<file path="src/rtl/bp_cfg_link_endpoint.sv">
// Config-link slave endpoint: decodes cfg commands against a base region, holds the tile's local
// control registers and forwards IRF/CSR/CCE-ucode accesses over one handshaked downstream channel.
module bp_cfg_link_endpoint #(
  parameter int                      addr_width_p    = 40,
  parameter int                      data_width_p    = 64,
  parameter logic [addr_width_p-1:0] base_addr_p     = 40'h00_0100_0000,
  parameter int                      core_id_width_p = 4,
  parameter int                      did_width_p     = 3,
  parameter int                      cord_width_p    = 7,
  parameter int                      mode_width_p    = 2,
  parameter int                      num_lce_width_p = 4
) (
  input  logic                       clk_i,
  input  logic                       reset_i,
  input  logic                       cmd_v_i,
  output logic                       cmd_ready_o,
  input  logic                       cmd_w_i,
  input  logic [addr_width_p-1:0]    cmd_addr_i,
  input  logic [data_width_p-1:0]    cmd_data_i,
  output logic                       resp_v_o,
  input  logic                       resp_yumi_i,
  output logic [data_width_p-1:0]    resp_data_o,
  output logic                       resp_err_o,
  output logic                       reset_o,
  output logic                       freeze_o,
  output logic [core_id_width_p-1:0] core_id_o,
  output logic [did_width_p-1:0]     did_o,
  output logic [cord_width_p-1:0]    cord_o,
  output logic [did_width_p-1:0]     host_did_o,
  output logic [mode_width_p-1:0]    icache_mode_o,
  output logic [mode_width_p-1:0]    dcache_mode_o,
  output logic                       cce_mode_o,
  output logic [num_lce_width_p-1:0] num_lce_o,
  output logic                       npc_v_o,
  output logic [39:0]                npc_o,
  output logic                       fwd_v_o,
  input  logic                       fwd_ready_i,
  output logic [1:0]                 fwd_tgt_o,
  output logic                       fwd_w_o,
  output logic [11:0]                fwd_addr_o,
  output logic [data_width_p-1:0]    fwd_data_o,
  input  logic                       fwd_resp_v_i,
  input  logic [data_width_p-1:0]    fwd_resp_data_i
);

  localparam logic [1:0] state_idle     = 2'd0;
  localparam logic [1:0] state_fwd_req  = 2'd1;
  localparam logic [1:0] state_fwd_wait = 2'd2;
  localparam logic [1:0] state_resp     = 2'd3;

  localparam logic [3:0] sel_none     = 4'd0;
  localparam logic [3:0] sel_reset    = 4'd1;
  localparam logic [3:0] sel_freeze   = 4'd2;
  localparam logic [3:0] sel_core_id  = 4'd3;
  localparam logic [3:0] sel_did      = 4'd4;
  localparam logic [3:0] sel_cord     = 4'd5;
  localparam logic [3:0] sel_host_did = 4'd6;
  localparam logic [3:0] sel_icache   = 4'd7;
  localparam logic [3:0] sel_npc      = 4'd8;
  localparam logic [3:0] sel_dcache   = 4'd9;
  localparam logic [3:0] sel_cce      = 4'd10;
  localparam logic [3:0] sel_num_lce  = 4'd11;

  localparam logic [1:0] tgt_irf   = 2'd0;
  localparam logic [1:0] tgt_csr   = 2'd1;
  localparam logic [1:0] tgt_ucode = 2'd2;

  logic [1:0]                 state_r;
  logic                       reset_r, freeze_r, cce_mode_r, npc_v_r, fwd_w_r, resp_err_r;
  logic [core_id_width_p-1:0] core_id_r;
  logic [did_width_p-1:0]     did_r, host_did_r;
  logic [cord_width_p-1:0]    cord_r;
  logic [mode_width_p-1:0]    icache_mode_r, dcache_mode_r;
  logic [num_lce_width_p-1:0] num_lce_r;
  logic [39:0]                npc_r;
  logic [1:0]                 fwd_tgt_r;
  logic [11:0]                fwd_addr_r;
  logic [data_width_p-1:0]    fwd_data_r, resp_data_r;

  logic [15:0]                off_s;
  logic                       region_hit_s, fwd_hit_s;
  logic [3:0]                 loc_sel_s;
  logic [1:0]                 fwd_tgt_s;
  logic [11:0]                fwd_off_s;
  logic [data_width_p-1:0]    rd_data_s;

  assign off_s        = cmd_addr_i[15:0];
  assign region_hit_s = (cmd_addr_i[addr_width_p-1:16] == base_addr_p[addr_width_p-1:16]);

  // Address decode: local register select or forwarded target/offset.
  always_comb begin
    loc_sel_s = sel_none;
    fwd_hit_s = 1'b0;
    fwd_tgt_s = tgt_irf;
    fwd_off_s = 12'h000;
    if (region_hit_s) begin
      case (off_s)
        16'h0001: loc_sel_s = sel_reset;
        16'h0002: loc_sel_s = sel_freeze;
        16'h0005: loc_sel_s = sel_core_id;
        16'h0006: loc_sel_s = sel_did;
        16'h0007: loc_sel_s = sel_cord;
        16'h0008: loc_sel_s = sel_host_did;
        16'h0022: loc_sel_s = sel_icache;
        16'h0040: loc_sel_s = sel_npc;
        16'h0043: loc_sel_s = sel_dcache;
        16'h0081: loc_sel_s = sel_cce;
        16'h0082: loc_sel_s = sel_num_lce;
        default: begin
          if ((off_s >= 16'h0050) && (off_s <= 16'h006F)) begin
            fwd_hit_s = 1'b1;
            fwd_tgt_s = tgt_irf;
            fwd_off_s = off_s[11:0] - 12'h050;
          end else if (off_s[15:12] == 4'h6) begin
            fwd_hit_s = 1'b1;
            fwd_tgt_s = tgt_csr;
            fwd_off_s = off_s[11:0];
          end else if (off_s[15:12] == 4'h8) begin
            fwd_hit_s = 1'b1;
            fwd_tgt_s = tgt_ucode;
            fwd_off_s = off_s[11:0];
          end else begin
            fwd_hit_s = 1'b0;
          end
        end
      endcase
    end else begin
      loc_sel_s = sel_none;
    end
  end

  // Local register read mux, zero-extended to the response width.
  always_comb begin
    rd_data_s = {data_width_p{1'b0}};
    case (loc_sel_s)
      sel_reset:    rd_data_s[0]                   = reset_r;
      sel_freeze:   rd_data_s[0]                   = freeze_r;
      sel_core_id:  rd_data_s[core_id_width_p-1:0] = core_id_r;
      sel_did:      rd_data_s[did_width_p-1:0]     = did_r;
      sel_cord:     rd_data_s[cord_width_p-1:0]    = cord_r;
      sel_host_did: rd_data_s[did_width_p-1:0]     = host_did_r;
      sel_icache:   rd_data_s[mode_width_p-1:0]    = icache_mode_r;
      sel_npc:      rd_data_s[39:0]                = npc_r;
      sel_dcache:   rd_data_s[mode_width_p-1:0]    = dcache_mode_r;
      sel_cce:      rd_data_s[0]                   = cce_mode_r;
      sel_num_lce:  rd_data_s[num_lce_width_p-1:0] = num_lce_r;
      default:      rd_data_s                      = {data_width_p{1'b0}};
    endcase
  end

  // Command FSM, local register file and response/forward holding registers.
  always_ff @(posedge clk_i) begin
    if (reset_i) begin
      state_r       <= state_idle;
      reset_r       <= 1'b1;
      freeze_r      <= 1'b1;
      core_id_r     <= {core_id_width_p{1'b0}};
      did_r         <= {did_width_p{1'b0}};
      cord_r        <= {cord_width_p{1'b0}};
      host_did_r    <= {did_width_p{1'b0}};
      icache_mode_r <= {mode_width_p{1'b0}};
      dcache_mode_r <= {mode_width_p{1'b0}};
      cce_mode_r    <= 1'b0;
      num_lce_r     <= {num_lce_width_p{1'b0}};
      npc_r         <= 40'h00_0000_0000;
      npc_v_r       <= 1'b0;
      fwd_tgt_r     <= tgt_irf;
      fwd_w_r       <= 1'b0;
      fwd_addr_r    <= 12'h000;
      fwd_data_r    <= {data_width_p{1'b0}};
      resp_data_r   <= {data_width_p{1'b0}};
      resp_err_r    <= 1'b0;
    end else begin
      npc_v_r <= 1'b0;
      case (state_r)
        state_idle: begin
          if (cmd_v_i) begin
            if (fwd_hit_s) begin
              fwd_tgt_r  <= fwd_tgt_s;
              fwd_w_r    <= cmd_w_i;
              fwd_addr_r <= fwd_off_s;
              fwd_data_r <= cmd_data_i;
              state_r    <= state_fwd_req;
            end else begin
              // Unmapped reads already see zero from the mux; writes always answer zero.
              resp_data_r <= cmd_w_i ? {data_width_p{1'b0}} : rd_data_s;
              resp_err_r  <= (loc_sel_s == sel_none);
              state_r     <= state_resp;
              if (cmd_w_i) begin
                case (loc_sel_s)
                  sel_reset:    reset_r       <= cmd_data_i[0];
                  sel_freeze:   freeze_r      <= cmd_data_i[0];
                  sel_core_id:  core_id_r     <= cmd_data_i[core_id_width_p-1:0];
                  sel_did:      did_r         <= cmd_data_i[did_width_p-1:0];
                  sel_cord:     cord_r        <= cmd_data_i[cord_width_p-1:0];
                  sel_host_did: host_did_r    <= cmd_data_i[did_width_p-1:0];
                  sel_icache:   icache_mode_r <= cmd_data_i[mode_width_p-1:0];
                  sel_dcache:   dcache_mode_r <= cmd_data_i[mode_width_p-1:0];
                  sel_cce:      cce_mode_r    <= cmd_data_i[0];
                  sel_num_lce:  num_lce_r     <= cmd_data_i[num_lce_width_p-1:0];
                  sel_npc: begin
                    npc_r   <= cmd_data_i[39:0];
                    npc_v_r <= 1'b1;
                  end
                  default:      npc_v_r       <= 1'b0;
                endcase
              end
            end
          end
        end
        state_fwd_req: begin
          if (fwd_ready_i) state_r <= state_fwd_wait;
        end
        state_fwd_wait: begin
          if (fwd_resp_v_i) begin
            resp_data_r <= fwd_w_r ? {data_width_p{1'b0}} : fwd_resp_data_i;
            resp_err_r  <= 1'b0;
            state_r     <= state_resp;
          end
        end
        state_resp: begin
          if (resp_yumi_i) state_r <= state_idle;
        end
        default: state_r <= state_idle;
      endcase
    end
  end

  assign cmd_ready_o   = (state_r == state_idle);
  assign resp_v_o      = (state_r == state_resp);
  assign fwd_v_o       = (state_r == state_fwd_req);
  assign resp_data_o   = resp_data_r;
  assign resp_err_o    = resp_err_r;
  assign reset_o       = reset_r;
  assign freeze_o      = freeze_r;
  assign core_id_o     = core_id_r;
  assign did_o         = did_r;
  assign cord_o        = cord_r;
  assign host_did_o    = host_did_r;
  assign icache_mode_o = icache_mode_r;
  assign dcache_mode_o = dcache_mode_r;
  assign cce_mode_o    = cce_mode_r;
  assign num_lce_o     = num_lce_r;
  assign npc_v_o       = npc_v_r;
  assign npc_o         = npc_r;
  assign fwd_tgt_o     = fwd_tgt_r;
  assign fwd_w_o       = fwd_w_r;
  assign fwd_addr_o    = fwd_addr_r;
  assign fwd_data_o    = fwd_data_r;

endmodule

</file>
<file path="config.mk">
export PLATFORM = sky130hd
export DESIGN_NAME = bp_cfg_link_endpoint
export DESIGN_NICKNAME = d
export VERILOG_FILES = /design/src/rtl/bp_cfg_link_endpoint.sv
export SDC_FILE = /design/constraint.sdc
export NUM_CORES = 1
export LEC_CHECK = 0
export BUFFER_PORTS_ARGS = -buffer_cell sky130_fd_sc_hd__buf_4
export CORE_AREA = 5 5 150 152
export DETAILED_ROUTE_END_ITERATION = 8
export DIE_AREA = 0 0 155 157
export GPL_TIMING_DRIVEN = 0
export PLACE_DENSITY = 0.73
export REMOVE_ABC_BUFFERS = 1
export SYNTH_ARGS = -nofsm -noshare
export SYNTH_HDL_FRONTEND = slang
export SYNTH_SLANG_ARGS = --single-unit
</file>
<file path="constraint.sdc">
create_clock -name clk_i -period 4.8 [get_ports clk_i]
set_input_delay 0.96 -clock clk_i [delete_from_list [all_inputs] [get_ports clk_i]]
set_output_delay 0.96 -clock clk_i [all_outputs]
set_load 0.02 [all_outputs]
</file>
==> impl_summary.txt, run 1 <==
----------------------------------------------------
[Place]
  I/O Buffers ... 390
  Worst slack, placed ... -0.117 ns
  Post-Place Cell Area ... 0.0124 mm^2
  Final weighted congestion in routability-driven placement ... 0.925
  Placed wire-length estimate ... 24.6 mm

[Final layout]
  Share of post-route cells with drive strength above 1 ... 0.316
  Area growth syn-to-layout ... 43.7%
  Summed area of non-filler cells in the final layout ... 0.0132 mm^2
  Most frequent cells in the layout ... 390 x buf_4, 269 x nand2_1, 215 x dfxtp_1
  Count of antenna diodes in the layout ... 0
  Most common library cell in the layout ignoring fill and taps ... buf_4
  Number of fill cells in the layout ... 1773
  Total Nets Final ... 1653
  Share of the core filled with cells in the final layout ... 0.633

[Global route]
  Pin count of the biggest net entering global routing ... 112
  Residual overflow from global routing ... 0
  Number of antenna violations at the first check in global routing ... 0
  Overall global routing resource usage ... 0.259
  Vias in the first global route ... 9116
  Wire length of the first global-routing pass ... 51.1 mm

[Floorplan]
  Row cnt ... 53
  Initial Utilization ... 0.440
  Chip Height ... 157 um
  Die X ... 155 um
  Top Ports ... 391
  Core region area ... 0.0209 mm^2
  Total die area ... 0.0243 mm^2

[Clock network]
  Post-CTS clock slew at the launch and capture registers of the worst setup and hold paths ... 0.06 ns
  H-Tree Depth ... 1
  Inserted Clock Buffers ... 24
  Post-CTS setup buffer count ... 0
  Maximum clock insertion buffer count ... 3
  Number of clock sinks ... 215
  Clock root buffer ... clkbuf_16
  Post-CTS sizing ... 0
  Later-pin clock latency in the skew report ... 0.51 ns
  CTS tree ... done
  CTS Hold Buffers Added ... 0

[Detailed routing]
  First-pass iteration count of the detailed router ... 5
  Overall routed net length ... 34.1 mm
  Average detailed-routed wire length per instance ... 19.4 um
  Total number of vias ... 9635
  Remaining antenna violation count ... 0
  Remaining DRCs ... 0
  Via/cell ratio ... 5.47
  Iter 0 DRT Violations ... 729

[STA]
  Final-report max-slew violation count ... 0
  Final number of hold-violating endpoints ... 0
  Transition time at the pin with the least slew margin ... 1.26 ns
  Crit share post-route ... 0.929
  Period minus WS final ... 4.46 ns
  Worst path setup slack after routing ... 0.343 ns
  Final setup violation count ... 0
  Unrepaired setup endpoints after global routing ... no
  Highest achievable clock rate ... 224 MHz
  Clock Skews ... 0.00463 ns
  Worst slew margin relative to its limit ... 0.153
  Hold Worst Slack ... 0.449 ns

[Worst hold path]
  Capture endpoint of the worst hold path ... fwd_addr_o[1]$_SDFFE_PP0P_
  HP Class ... reg -> reg
  Worst min-delay path startpoint ... fwd_addr_o[1]$_SDFFE_PP0P_
  Instance count along the most critical hold path ... 2

[Yosys]
  Mean post-synth cell area ... 8.14 um^2
  Share of flip-flops with an asynchronous set or reset after synthesis ... 0
  Sequential area share after synthesis ... 0.468
  Ys flop type ... dfxtp_1
  Post-synthesis instance area ... 0.00920 mm^2
  Distinct cell type count of the synthesized netlist ... 70
  Post-synthesis sequential element count ... 215
  Post-synth EDFFs ... 0
  Mapped Cells ... 1129
  Synth warn ... 0

[Worst setup path]
  Path type of the worst setup path ... in -> reg
  Worst reg2reg path endpoint ... cord_o[1]$_SDFFE_PP0P_
  Reg2reg setup slack ... 1.99 ns
  Arr. time, crit path ... 4.89 ns
  Biggest fanout along the worst timing path ... 17
  R2R depth ... 6
  Crit start category ... input pin
  Worst Path Required ... 5.24 ns
  Origin of the critical flop-to-flop path ... state_r[1]$_SDFFE_PP0P_
  Crit end category ... register

[Power]
  Worst vdd rail ir drop ... 0.457 mV
  Leakage power ... 5.30 nW
  Pwr Density ... 441 mW/mm^2

[Job]
  Number of maximum-capacitance violations ... 0

[Outcome]
  Result of the run ... finished clean

----------------------------------------------------
-- flip-flops by register name, summed over array words and instances (netlist names), 3 cells and up --
| name | count |
|---|---|
| cord_o | 7 |
| core_id_o | 4 |
| did_o | 3 |
| fwd_addr_o | 12 |
| fwd_data_o | 64 |
| host_did_o | 3 |
| npc_o | 40 |
| num_lce_o | 4 |
| resp_data_o | 64 |
-- critical path, stage by stage --
cell,delay (ns)
buf_4,0.10
inv_1,0.09
ha_1,0.26
and3b_1,0.20
o21a_1,0.32
a21o_1,0.39
a211oi_1,1.10
nand4_1,0.59
buf_8,0.35
or3_1,0.36
a21oi_1,0.15
-- worst max-delay path by stage --
| stage | cells after the start | to | start |
|---|---|---|---|
| finish | 11 | fwd_addr_o[10]$_SDFFE_PP0P_ | cmd_addr_i[4] |
| global route | 11 | fwd_addr_o[10]$_SDFFE_PP0P_ | cmd_addr_i[4] |
| CTS | 9 | fwd_addr_o[10]$_SDFFE_PP0P_ | cmd_addr_i[9] |
| detailed placement | 9 | fwd_addr_o[10]$_SDFFE_PP0P_ | cmd_addr_i[9] |
| global placement | 9 | resp_data_o[1]$_SDFFE_PP0P_ | cmd_addr_i[4] |
| floorplan | 9 | resp_data_o[1]$_SDFFE_PP0P_ | cmd_addr_i[4] |
-- cells in the mapped netlist, drive strengths merged (2+ instances only) --
master / n / area [um^2]
nand2: 270 / 1020
dfxtp: 215 / 4300
a21oi: 148 / 744
nor2: 84 / 315
clkbuf: 65 / 244
nor3: 47 / 235
nand3: 35 / 185
a221oi: 33 / 289
mux2i: 31 / 310
buf: 26 / 134
a211oi: 16 / 125
nand4: 13 / 81.3
nor4: 12 / 75.1
o21ai: 12 / 60.1
inv: 11 / 41.3
a2111oi: 10 / 181
ha: 9 / 113
nand2b: 9 / 56.3
a22oi: 6 / 45.0
a31oi: 5 / 31.3
or3: 5 / 41.3
a211o: 4 / 35.0
and3: 4 / 25.0
nor2b: 4 / 25.0
a21o: 3 / 22.5
a32o: 3 / 30.0
and2: 3 / 20.0
nor3b: 3 / 22.5
o211ai: 3 / 22.5
or2: 3 / 18.8
or4: 3 / 22.5
xnor2: 3 / 26.3
and3b: 2 / 17.5
nor4bb: 2 / 20.0
o221ai: 2 / 17.5
o22ai: 2 / 12.5
o311ai: 2 / 17.5
-- cells by family after synthesis --
| kind of cell | Yosys count | synth area share |
|---|---|---|
| adder cells (fa/ha/maj) | 9 | 0.0122 |
| AO/OA/AOI/OAI | 262 | 0.192 |
| buffers and inverters | 102 | 0.0456 |
| flip-flops | 215 | 0.468 |
| AND/OR/NAND/NOR | 505 | 0.243 |
| XOR/XNOR | 4 | 0.00381 |
| multiplexers | 32 | 0.0350 |
-- report_power, final --
part,internal (mW),switching [mW]
sequential,1.98,0.107
clock,1.11,0.733
combinational,0.740,1.16
total,3.83,2.00
-- per-layer routing --
metal,share of wire,GRT usage,wire length (um)
met1,0.39,0.321,13400
met4,0.031,0.0849,1040
met5,0,0,0
met2,0.48,0.443,16400
met3,0.094,0.0643,3210
-- final cells by class --
type,count,area [um^2],share of cell area
clock inverter,7,68.8,0.00521
multi-input combinational,812,4540,0.343
clock buffer,37,741,0.0560
inverter,11,41.3,0.00312
timing repair buffer,405,3180,0.241
sequential,215,4300,0.326
tap,275,344,0.0260
-- stage by stage --
| stage | power [mW] | TNS [ns] | cells |
|---|---|---|---|
| 5_1_grt | 6.13 | 0 | 1762 |
| 6_report | 5.83 | 0 | 1762 |
| 2_1_floorplan | 3.20 | -47.38 | 1038 |
| 3_5_place_dp | 4.02 | -0.145 | 1718 |
| 4_1_cts | 5.88 | 0 | 1762 |
| 3_3_place_gp | 3.95 | -539.41 | 1703 |
Note: power is estimated with default switching activity, not from simulation.
==> inputs of run 2 (changes only) <==
--- a/config.mk
+++ b/config.mk
@@ -6,11 +6,11 @@
 export NUM_CORES = 1
 export LEC_CHECK = 0
 export BUFFER_PORTS_ARGS = -buffer_cell sky130_fd_sc_hd__buf_4
-export CORE_AREA = 5 5 150 152
+export CORE_AREA = 2 2 152 154
 export DETAILED_ROUTE_END_ITERATION = 8
-export DIE_AREA = 0 0 155 157
+export DIE_AREA = 0 0 154 156
 export GPL_TIMING_DRIVEN = 0
-export PLACE_DENSITY = 0.73
+export PLACE_DENSITY = 0.68
 export REMOVE_ABC_BUFFERS = 1
 export SYNTH_ARGS = -nofsm -noshare
 export SYNTH_HDL_FRONTEND = slang
==> run 2 against run 1 <==
Net effect: global-route usage about the same; clock power rose by 9%; non-clock buffer count is 1 higher; sequential share of layout area shrank 0.26 points; combinational power is essentially flat; maximum frequency up 1.4%; setup slack improved by 0.062 ns; critical endpoint unchanged; largest cell class unchanged.
==> impl_summary.txt, run 2 (synthesis results as in run 1) <==
----------------------------------------------------
[Floorplan]
  Top Ports ... 391 (unchanged)
  Core region area ... 0.0224 mm^2 (+7.1%)
  Total die area ... 0.0240 mm^2 (-1.3%)
  Chip Height ... 156 um (-0.64%)
  Row cnt ... 55 (+3.8%)
  Initial Utilization ... 0.411 (-0.0291)
  Die X ... 154 um (-0.65%)

[Detailed routing]
  Total number of vias ... 9596 (-0.40%)
  Overall routed net length ... 33.0 mm (-3.2%)
  First-pass iteration count of the detailed router ... 7 (+2)
  Remaining DRCs ... 0 (unchanged)
  Routed wl met3 ... 2.91 mm (-9.4%)
  Via/cell ratio ... 5.41 (-1.0%)
  Routed metal-1 wire length ... 13.6 mm (+0.92%)
  Remaining antenna violation count ... 0 (unchanged)
  Average detailed-routed wire length per instance ... 18.6 um (-3.8%)
  Total met2 wirelength after detailed routing ... 15.8 mm (-4.1%)
  Top routing layer in use ... met4
  Iter 0 DRT Violations ... 653 (-10%)

[Place]
  Placed wire-length estimate ... 23.5 mm (-4.5%)
  I/O Buffers ... 390 (unchanged)
  Post-Place Cell Area ... 0.0124 mm^2 (+0.32%)
  Final weighted congestion in routability-driven placement ... 0.932 (+0.84%)
  Worst slack, placed ... -0.609 ns (-0.492 ns)

[STA]
  Clock Skews ... 0.00985 ns (+0.00521 ns)
  Unrepaired setup endpoints after global routing ... no
  Highest achievable clock rate ... 228 MHz (+1.4%)
  Hold Worst Slack ... 0.449 ns (-0.000370 ns)
  Period minus WS final ... 4.40 ns (-0.0616 ns)
  Final number of hold-violating endpoints ... 0 (unchanged)
  Final setup violation count ... 0 (unchanged)
  Worst path setup slack after routing ... 0.405 ns (+0.0616 ns)
  Transition time at the pin with the least slew margin ... 0.949 ns (-0.313 ns)
  Worst slew margin relative to its limit ... 0.367 (+0.214)
  Crit share post-route ... 0.916 (-0.0128)
  Final-report max-slew violation count ... 0 (unchanged)

[Final layout]
  Area growth syn-to-layout ... 44.9%
  Share of the core filled with cells in the final layout ... 0.596 (-0.0371)
  Most common library cell in the layout ignoring fill and taps ... buf_4
  Summed area of non-filler cells in the final layout ... 0.0133 mm^2 (+0.80%)
  Share of post-route cells with drive strength above 1 ... 0.320 (+0.00382)
  Count of antenna diodes in the layout ... 0 (unchanged)
  Most frequent cells in the layout ... 389 x buf_4, 269 x nand2_1, 215 x dfxtp_1
  Total Nets Final ... 1655 (+0.12%)

[Power]
  Pwr Density ... 451 mW/mm^2 (+2.1%)
  Worst vdd rail ir drop ... 0.343 mV (-25%)
  Leakage power ... 5.34 nW (+0.78%)
  Total chip power ... 6.00 mW (+2.9%)

[Worst setup path]
  Arr. time, crit path ... 4.85 ns (-0.04 ns)
  Worst Path Required ... 5.25 ns (about the same)
  Path type of the worst setup path ... in -> reg
  Crit start category ... input pin
  Crit end category ... register
  Biggest fanout along the worst timing path ... 22 (+5)

[Clock network]
  Post-CTS clock slew at the launch and capture registers of the worst setup and hold paths ... 0.06 ns (about the same)
  Clock root buffer ... clkbuf_16
  Later-pin clock latency in the skew report ... 0.52 ns (about the same)
  Maximum clock insertion buffer count ... 3 (unchanged)
  Inserted Clock Buffers ... 25 (+4.2%)
  H-Tree Depth ... 1 (unchanged)
  Post-CTS setup buffer count ... 0 (unchanged)
  Number of clock sinks ... 215 (unchanged)
  CTS tree ... done

[Global route]
  Residual overflow from global routing ... 0 (unchanged)
  Pin count of the biggest net entering global routing ... 122 (+8.9%)
  Vias in the first global route ... 8888 (-2.5%)
  Number of antenna violations at the first check in global routing ... 0 (unchanged)
  Wire length of the first global-routing pass ... 50.2 mm (-1.7%)
  Overall global routing resource usage ... 0.259 (about the same)

[Outcome]
  Result of the run ... finished clean

[Worst hold path]
  HP Class ... reg -> reg

[Job]
  Number of maximum-capacitance violations ... 0 (unchanged)

----------------------------------------------------
[run 2: layout make-up]
type	count	area (um^2)
clock inverters	16	220
fillers	2053	9040
repair buffers	406	3210
well taps	285	357
clock buffers	28	647
multi-input cells	812	4540
inverters	11	41.3
flip-flops and latches	215	4300
[run 2: per-stage QoR]
step	TNS (ns)	cells
2_1_floorplan	-47.38	1038
3_3_place_gp	-556.30	1713
3_5_place_dp	-17.39	1729
4_1_cts	0	1773
5_1_grt	0	1773
6_report	0	1773
[run 2: routing by layer]
| layer | up-vias | GRT usage |
|---|---|---|
| met1 | 4466 | 0.329 |
| met2 | 428 | 0.438 |
| met3 | 58 | 0.0639 |
| met4 | 0 | 0.0721 |
| met5 | - | 0 |
| li1 | 4644 | - |
[run 2: what timing repair did]
action / CTS / global route
endpoints found under the setup margin: 1 / 4
resized for setup: 1 / 1
hold endpoints to repair: 0 / 0
hold buffers: 0 / 0
cloned: 0 / 0
[run 2: worst paths after layout]
path,startpoint,to,slack (ns),cells after the start
hold / removal,resp_data_o[61]$_SDFFE_PP0P_,resp_data_o[61]$_SDFFE_PP0P_,0.45,2
setup reg to reg,state_r[0]$_SDFFE_PP0P_,npc_o[17]$_SDFFE_PP0P_,1.90,9
hold reg to reg,resp_data_o[61]$_SDFFE_PP0P_,resp_data_o[61]$_SDFFE_PP0P_,0.45,2
setup / recovery,cmd_addr_i[9],fwd_addr_o[10]$_SDFFE_PP0P_,0.40,10
[run 2: worst max-delay path, stage by stage]
cell and delay (ns):
buf_4 0.11, nor4_1 0.46, and2_1 0.49, nand4_1 0.36
nand2b_2 0.58, nand4_1 0.77, buf_8 0.42, buf_8 0.17
or3_1 0.36, a21oi_1 0.13
[run 2: power breakdown]
group / internal [mW] / switching [mW]
registers: 1.98 / 0.101
logic: 0.753 / 1.15
clock network: 1.24 / 0.777
total: 3.97 / 2.03
